==> config.mk <==
export PLATFORM = sky130hd
export DESIGN_NAME = iq_stream_source_flat
export DESIGN_NICKNAME = d
export VERILOG_FILES = /design/src/rtl/fm_radio_pkg.sv /design/src/rtl/iq_stream_source_if.sv /design/src/rtl/iq_stream_source.sv /design/src/flat_wrapper.sv
export SDC_FILE = /design/constraint.sdc
export NUM_CORES = 1
export LEC_CHECK = 0
export ABC_CLOCK_PERIOD_IN_PS = 5700
export BUFFER_PORTS_ARGS = -buffer_cell sky130_fd_sc_hd__buf_4
export CORE_ASPECT_RATIO = 0.8
export CORE_MARGIN = 2
export CORE_UTILIZATION = 25
export CTS_CLUSTER_DIAMETER = 150
export DETAILED_ROUTE_END_ITERATION = 10
export GPL_ROUTABILITY_DRIVEN = 0
export PLACE_DENSITY = 0.52
export SYNTH_ARGS = -nofsm -noshare
export SYNTH_HDL_FRONTEND = slang
export SYNTH_SLANG_ARGS = --single-unit
export TNS_END_PERCENT = 20
==> constraint.sdc <==
create_clock -name clock -period 5.7 [get_ports clock]
set_clock_uncertainty 0.1 [all_clocks]
set_input_delay 1.14 -clock clock [delete_from_list [all_inputs] [get_ports clock]]
set_output_delay 1.14 -clock clock [all_outputs]
set_load 0.02 [all_outputs]
==> src/rtl/fm_radio_pkg.sv <==
// Shared definitions for the FM radio I/Q front end and channel filter.
// Holds the source FSM states and the Q10 quantisation helper.
package fm_radio_pkg;

    typedef enum logic [1:0] {
        READ_I,
        READ_Q,
        WRITE
    } iq_src_state_t;

    // Fractional bits of the filter chain fixed-point format.
    localparam int QUANT_BITS = 10;

    // Widest word the quantiser handles; callers cast to their own width.
    localparam int QMAX_W = 64;

    // Sign-extend the low sample_bits of sample, shift left by shift,
    // and keep only the low data_width bits (wraps, never saturates).
    function automatic logic [QMAX_W-1:0] quantize(
        input logic [QMAX_W-1:0] sample,
        input int                data_width,
        input int                sample_bits = 16,
        input int                shift       = QUANT_BITS
    );
        logic signed [QMAX_W-1:0] ext;
        logic        [QMAX_W-1:0] mask;
        ext  = $signed(sample << (QMAX_W - sample_bits));
        ext  = ext >>> (QMAX_W - sample_bits);
        mask = (data_width >= QMAX_W) ? '1 :
               ((QMAX_W'(1) << data_width) - QMAX_W'(1));
        return (QMAX_W'(ext) << shift) & mask;
    endfunction

endpackage

==> src/rtl/iq_stream_source_if.sv <==
// Byte FIFO read side plus paired I/Q FIFO write side.
// master is the source block, slave is the surrounding FIFOs.
interface iq_stream_source_if #(
    parameter int DATA_WIDTH = 32,
    parameter int BYTE_WIDTH = 8
) ();

    logic [BYTE_WIDTH-1:0] in_dout;
    logic                  in_empty;
    logic                  in_rd_en;

    logic [DATA_WIDTH-1:0] i_out;
    logic                  i_wr_en;
    logic                  i_full;

    logic [DATA_WIDTH-1:0] q_out;
    logic                  q_wr_en;
    logic                  q_full;

    modport master (
        input  in_dout,
        input  in_empty,
        output in_rd_en,
        output i_out,
        output i_wr_en,
        input  i_full,
        output q_out,
        output q_wr_en,
        input  q_full
    );

    modport slave (
        output in_dout,
        output in_empty,
        input  in_rd_en,
        input  i_out,
        input  i_wr_en,
        output i_full,
        input  q_out,
        input  q_wr_en,
        output q_full
    );

endinterface

==> src/rtl/iq_stream_source.sv <==
// Assembles little-endian byte pairs into I/Q samples, quantises them
// to Q10 and pushes each pair into the I and Q FIFOs together.
module iq_stream_source #(
    parameter int DATA_WIDTH   = 32,
    parameter int BYTE_WIDTH   = 8,
    parameter int SAMPLE_BYTES = 2,
    parameter int QUANT_BITS   = fm_radio_pkg::QUANT_BITS
) (
    input  logic                clock,
    input  logic                reset,
    iq_stream_source_if.master  bus,
    output logic [31:0]         sample_count
);

    import fm_radio_pkg::*;

    localparam int SW = SAMPLE_BYTES * BYTE_WIDTH;
    localparam int CW = (SAMPLE_BYTES > 1) ? $clog2(SAMPLE_BYTES) : 1;
    localparam logic [CW-1:0] LAST = CW'(SAMPLE_BYTES - 1);

    iq_src_state_t state, state_d;

    logic [CW-1:0] byte_cnt, byte_cnt_d;
    logic [SW-1:0] i_reg, i_reg_d;
    logic [SW-1:0] q_reg, q_reg_d;
    logic [31:0]   count_d;
    logic          out_full;
    logic          pop;

    // Next state, byte assembly and FIFO strobes; all quiet in reset.
    always_comb begin
        state_d      = state;
        byte_cnt_d   = byte_cnt;
        i_reg_d      = i_reg;
        q_reg_d      = q_reg;
        count_d      = sample_count;
        pop          = 1'b0;
        out_full     = bus.i_full | bus.q_full;
        bus.i_wr_en  = 1'b0;
        bus.q_wr_en  = 1'b0;
        bus.i_out    = '0;
        bus.q_out    = '0;
        if (reset) begin
            unique case (state)
                READ_I: begin
                    if (!bus.in_empty) begin
                        pop = 1'b1;
                        i_reg_d[byte_cnt*BYTE_WIDTH +: BYTE_WIDTH] =
                            bus.in_dout;
                        if (byte_cnt == LAST) begin
                            byte_cnt_d = '0;
                            state_d    = READ_Q;
                        end else begin
                            byte_cnt_d = byte_cnt + CW'(1);
                        end
                    end
                end
                READ_Q: begin
                    if (!bus.in_empty) begin
                        pop = 1'b1;
                        q_reg_d[byte_cnt*BYTE_WIDTH +: BYTE_WIDTH] =
                            bus.in_dout;
                        if (byte_cnt == LAST) begin
                            byte_cnt_d = '0;
                            state_d    = WRITE;
                        end else begin
                            byte_cnt_d = byte_cnt + CW'(1);
                        end
                    end
                end
                WRITE: begin
                    if (!out_full) begin
                        bus.i_wr_en = 1'b1;
                        bus.q_wr_en = 1'b1;
                        bus.i_out   = DATA_WIDTH'(quantize(
                            QMAX_W'(i_reg), DATA_WIDTH, SW, QUANT_BITS));
                        bus.q_out   = DATA_WIDTH'(quantize(
                            QMAX_W'(q_reg), DATA_WIDTH, SW, QUANT_BITS));
                        count_d     = sample_count + 32'd1;
                        state_d     = READ_I;
                    end
                end
                default: begin
                    state_d    = READ_I;
                    byte_cnt_d = '0;
                end
            endcase
        end
        bus.in_rd_en = pop;
    end

    // State, assembly registers and pair counter; reset drops partials.
    always_ff @(posedge clock) begin
        if (!reset) begin
            state        <= READ_I;
            byte_cnt     <= '0;
            i_reg        <= '0;
            q_reg        <= '0;
            sample_count <= '0;
        end else begin
            state        <= state_d;
            byte_cnt     <= byte_cnt_d;
            i_reg        <= i_reg_d;
            q_reg        <= q_reg_d;
            sample_count <= count_d;
        end
    end

endmodule

==> src/flat_wrapper.sv <==
// flat-port wrapper written by rule: the top's interface ports become plain ports
module iq_stream_source_flat import fm_radio_pkg::*;
#(
    parameter int DATA_WIDTH   = 32,
    parameter int BYTE_WIDTH   = 8,
    parameter int SAMPLE_BYTES = 2,
    parameter int QUANT_BITS   = fm_radio_pkg::QUANT_BITS
)
  (clock, reset, sample_count, bus_in_dout, bus_in_empty, bus_in_rd_en, bus_i_out, bus_i_wr_en, bus_i_full, bus_q_out, bus_q_wr_en, bus_q_full);
  iq_stream_source_if #(.DATA_WIDTH(DATA_WIDTH), .BYTE_WIDTH(BYTE_WIDTH)) bus_i ();
  input  logic clock;
  input  logic reset;
  output logic [31:0] sample_count;
  input wire logic [$bits(bus_i.in_dout)-1:0] bus_in_dout;
  input wire logic [$bits(bus_i.in_empty)-1:0] bus_in_empty;
  output wire logic [$bits(bus_i.in_rd_en)-1:0] bus_in_rd_en;
  output wire logic [$bits(bus_i.i_out)-1:0] bus_i_out;
  output wire logic [$bits(bus_i.i_wr_en)-1:0] bus_i_wr_en;
  input wire logic [$bits(bus_i.i_full)-1:0] bus_i_full;
  output wire logic [$bits(bus_i.q_out)-1:0] bus_q_out;
  output wire logic [$bits(bus_i.q_wr_en)-1:0] bus_q_wr_en;
  input wire logic [$bits(bus_i.q_full)-1:0] bus_q_full;
  assign bus_i.in_dout = bus_in_dout;
  assign bus_i.in_empty = bus_in_empty;
  assign bus_in_rd_en = bus_i.in_rd_en;
  assign bus_i_out = bus_i.i_out;
  assign bus_i_wr_en = bus_i.i_wr_en;
  assign bus_i.i_full = bus_i_full;
  assign bus_q_out = bus_i.q_out;
  assign bus_q_wr_en = bus_i.q_wr_en;
  assign bus_i.q_full = bus_q_full;
  iq_stream_source #(.DATA_WIDTH(DATA_WIDTH), .BYTE_WIDTH(BYTE_WIDTH), .SAMPLE_BYTES(SAMPLE_BYTES), .QUANT_BITS(QUANT_BITS)) u_core (.clock(clock), .reset(reset), .bus(bus_i), .sample_count(sample_count));
endmodule
==> metrics.md <==
| Metric | Value |
|---|---|
| Netlist Area Pre-Place | around 3300 um2 |
| Endpoint arrival time on the critical path | around 2.5 ns |
| Hold path depth | 2 |
| Biggest area consumer among synthesized cells | sky130_fd_sc_hd__dfxtp_1 |
| Type of the worst setup path | input pin to primary output |
| Share of synthesized cell area in and, or, nand and nor gates | 30.0% |
| Setup crit start kind | input pin |
| Most numerous cell in the Yosys netlist | sky130_fd_sc_hd__dfxtp_1 |
| Max incr delay on CP | between 0.3 and 0.4 ns |
| Global-route wire length before repair | approximately 14000 um |
| Worst slew margin relative to its limit | between 40% and 50% |
| Vias in the first global route | around 2800 |
| Number of buffers between clock root and the deepest sink | 2 |
| Area Overhead vs Synth | 29.9% |
| Fraction of post-synthesis cell area in the top cell type by area | 40.7% |
| Number of synthesized flops with an enable pin | 0 |
| H-Tree Depth | 3 |
| Number of vias after detailed routing | 3076 |
| Pwr per Cell Area | ~270 nW/um2 |
| Critical Path Fanout Max | 38 |
| Count of routing violations after the opening detailed-route iteration | slightly below 200 |
| Antenna diodes | 0 |
| Synth area leaders | sky130_fd_sc_hd__dfxtp_1 41%, sky130_fd_sc_hd__buf_4 7.5%, sky130_fd_sc_hd__a21oi_1 7.1%, sky130_fd_sc_hd__nand2_1 7.1%, sky130_fd_sc_hd__and3_1 6.6% |
| Root Driver | sky130_fd_sc_hd__clkbuf_16 |
| Total clock buffers created by CTS | 9 |
| Total non-filler cell area in the finished layout | around 4300 um2 |
| Final Max Tran Viols | 0 |
| Count of boundary I/O pins | about 110 |
| Quantity of I/O buffers inserted on ports | between 90 and 100 |
| Max Clk Rate | around 270 MHz |
| Static Leak | roughly 1.8 nW |
| Number of flip-flops and latches in the synthesized netlist | 67 |
| Max-capacitance violation count | 0 |
| Dominant register cell in the synthesized netlist | sky130_fd_sc_hd__dfxtp_1 |
| Width of the chip | about 130 um |
| Status | completed |
| Net count reported at finish | between 400 and 500 |
| Endpoint of the worst register-to-register path | u_core.sample_count[31]$_SDFFE_PN0P_ |
| Sequential element share of the synthesized area | between 40% and 50% |
| Post-route clock period utilization | around two thirds |
| Launch instance of the worst min-delay path | u_core.i_reg[15]$_SDFFE_PN0P_ |
| Pin slew with the least headroom to its limit | roughly 0.78 ns |
| Critical R2R Launch | u_core.state[1]$_SDFFE_PN0P_ |
| Combinational share of power | between 5 and 6% |
| Total die area | 14100 um2 |
| Asr flop ratio synth | 0% |
| R2R depth | 4 |
| Capturing element type of the critical path | primary output |
| Core area | about 13000 um2 |
| R2R Setup Slk | approximately 2.7 ns |
| Maximum number of pins on one net before global-route repair | 45 |
| Worst hold-check path type | register to register |
| Number of buffers inserted by post-CTS setup repair | 0 |
| Setup-failing EPs final | 0 |
| Sequential share of power | between 40% and 50% |
| Average detailed-routed wire length per instance | ~14 um |
| Switching share of power | a little under a quarter |
| Row cnt | 37 |
| Fraction of the mapped netlist area in compound gates | approximately an eighth |
| Clock sinks | 67 |
| Peak supply drop | around 0.14 mV |
| Post-synthesis area per instance | about 8.1 um2 |
| Clock tree from TritonCTS | done |
| Worst path most repeated cell | sky130_fd_sc_hd__buf_4 |
| Worst skew pair latency | between 0.3 and 0.4 ns |
| Length of the first detailed-routing pass in iterations | 4 |
| Slowest cell on crit path | sky130_fd_sc_hd__and3_1 |
| Relative contribution of the clock network to total power | 52.8% |
| Worst Path Required | 4.46 ns |
| Clock slew at the register clock pins of the worst setup and hold paths | roughly 0.06 ns |
| Chip Height | 107 um |
| Drc violations | 0 |
| Instance area after placement | ~3900 um2 |
| Category of cells accounting for the largest share of critical-path delay | buffers and inverters |
| Number of flip-flops under the largest register name | 32 |
| Synthesis Warnings | 0 |
| Fraction of layout cells with a size suffix above 1 | roughly 24% |
| Average vias per placed instance | ~4.7 |
| Min-Delay Endpoint | u_core.i_reg[15]$_SDFFE_PN0P_ |
| Share of synthesized area spent on multiplexers | approximately 2.4% |
| Starting density of the core | 25.6% |
| Fraction of the mapped netlist area in adder cells | less than 1% |
| Total congestion overflow | 0 |
| Hold violation total from the final report | 0 |
| Leading post-synthesis cells by instance count | 67 x sky130_fd_sc_hd__dfxtp_1, 62 x sky130_fd_sc_hd__nand2_1, 47 x sky130_fd_sc_hd__a21oi_1 |
| Combinational family with the most area after synthesis | simple AND/OR/NAND/NOR gates |
| Global routing usage summed across all routing layers | 12.5% |
| Number of standard cells after synthesis | about 400 |
| CP bufs+invs | 3 |
| Remaining antenna violation count | 0 |
| Half-perimeter wire length after placement | between 6000 and 7000 um |
| Gates resized, CTS repair | 0 |
| Hold-fix buffers, CTS | 0 |
| Total wirelength of the detailed-routed design | ~8900 um |
| Count of unique library cells instantiated by Yosys | 38 |
| Initial antenna violation count | 0 |
| Critical Path, Cell by Cell | buf_4 -> nor4b_2 -> buf_4 -> and3_1 -> buf_4 |
| Final sum of negative setup slack | 0 ns |
| Net switching power | approximately 0.00028 W |
| Parity-gate share of the synthesized area counting xor and xnor cells | 2.66% |
| Final critical path time including I/O delays and setup | between 3 and 4 ns |
| Cell-internal power | 0.000890 W |
| RSZ-0062 raised after global routing | no |
==> metrics by stage <==
step	hold slack, ns	power (W)	std cells	setup WS (ns)	utilization, %
floorplan	0.332	0.000548	428	2.09	-
global placement	0.339	0.000559	638	2.02	30.7
detailed placement	0.346	0.000561	638	1.97	30.7
CTS	0.354	0.00118	654	1.97	33.2
global route	0.374	0.00121	654	1.88	33.2
finish	0.349	0.00117	654	1.98	33.2
==> per-layer routing <==
layer  up-vias  global-route usage [%]  routed length, um
met1      1448                    16.6               4220
li1       1522                       -                  -
met2        89                    18.9               4070
met3        17                    3.40                414
met4         0                    5.76                233
met5         -                       0                  0
==> power by group through the flow <==
| stage | Clock [W] | Sequential (W) | Combinational (W) |
|---|---|---|---|
| after floorplan | 0 | 0.000491 | 0.0000570 |
| after global placement | 0 | 0.000495 | 0.0000642 |
| after detailed placement | 0 | 0.000496 | 0.0000653 |
| after CTS | 0.000632 | 0.000485 | 0.0000655 |
| after global routing | 0.000653 | 0.000486 | 0.0000716 |
| final | 0.000616 | 0.000485 | 0.0000651 |
==> worst reg2reg max path: stages (launching register included) <==
cell and delay [ns]:
sky130_fd_sc_hd__dfxtp_1 0.56, sky130_fd_sc_hd__or4b_1 0.66, sky130_fd_sc_hd__or4_1 0.89, sky130_fd_sc_hd__or4_1 0.57, sky130_fd_sc_hd__a21oi_1 0.15
==> cell usage in the layout (no fill, tap or decap), drive strengths merged, types with 7 or more instances in the layout <==
cell,netlist,final
or4,14,14
nand2,62,62
buf,38,96
inv,4,8
nand3,11,11
xnor2,7,7
nor2,20,20
dfxtp,67,67
conb,1,20
o21ai,10,10
mux2i,8,8
a21oi,47,47
o31ai,12,12
nand4,9,9
or3,9,9
and3,35,35
clkbuf,23,9
==> cells by family (layout without fill, tap and decap cells) <==
family                   Yosys count  in the layout
adder cells (fa/ha/maj)            1              1
XOR/XNOR                          10             10
buffers and inverters             65            116
AO/OA/AOI/OAI                     72             72
AND/OR/NAND/NOR                  185            185
flip-flops                        67             67
multiplexers                       8              8
other                              1             20
==> worst max path at each step <==
stage / startpoint / endpoint / slack, ns / depth (start not counted)
4_1_cts: bus_q_full / bus_i_out[25] / 1.97 / 5
3_5_place_dp: bus_q_full / bus_i_out[25] / 1.97 / 5
5_1_grt: bus_q_full / bus_i_out[25] / 1.88 / 5
2_1_floorplan: bus_q_full / bus_i_out[26] / 2.09 / 4
3_3_place_gp: bus_q_full / u_core.sample_count[25]$_SDFFE_PN0P_ / 2.02 / 5
6_report: bus_q_full / bus_i_out[25] / 1.98 / 5
==> layout make-up <==
class / instances / area [um2]
timing repair buffer: 96 / 721
clock buffer: 9 / 225
inverter: 4 / 15.0
fill: 1360 / 8590
tap: 175 / 219
clock inverter: 7 / 106
multi-input combinational: 296 / 1650
sequential: 67 / 1340
Note: power is estimated with default switching activity, not from simulation.
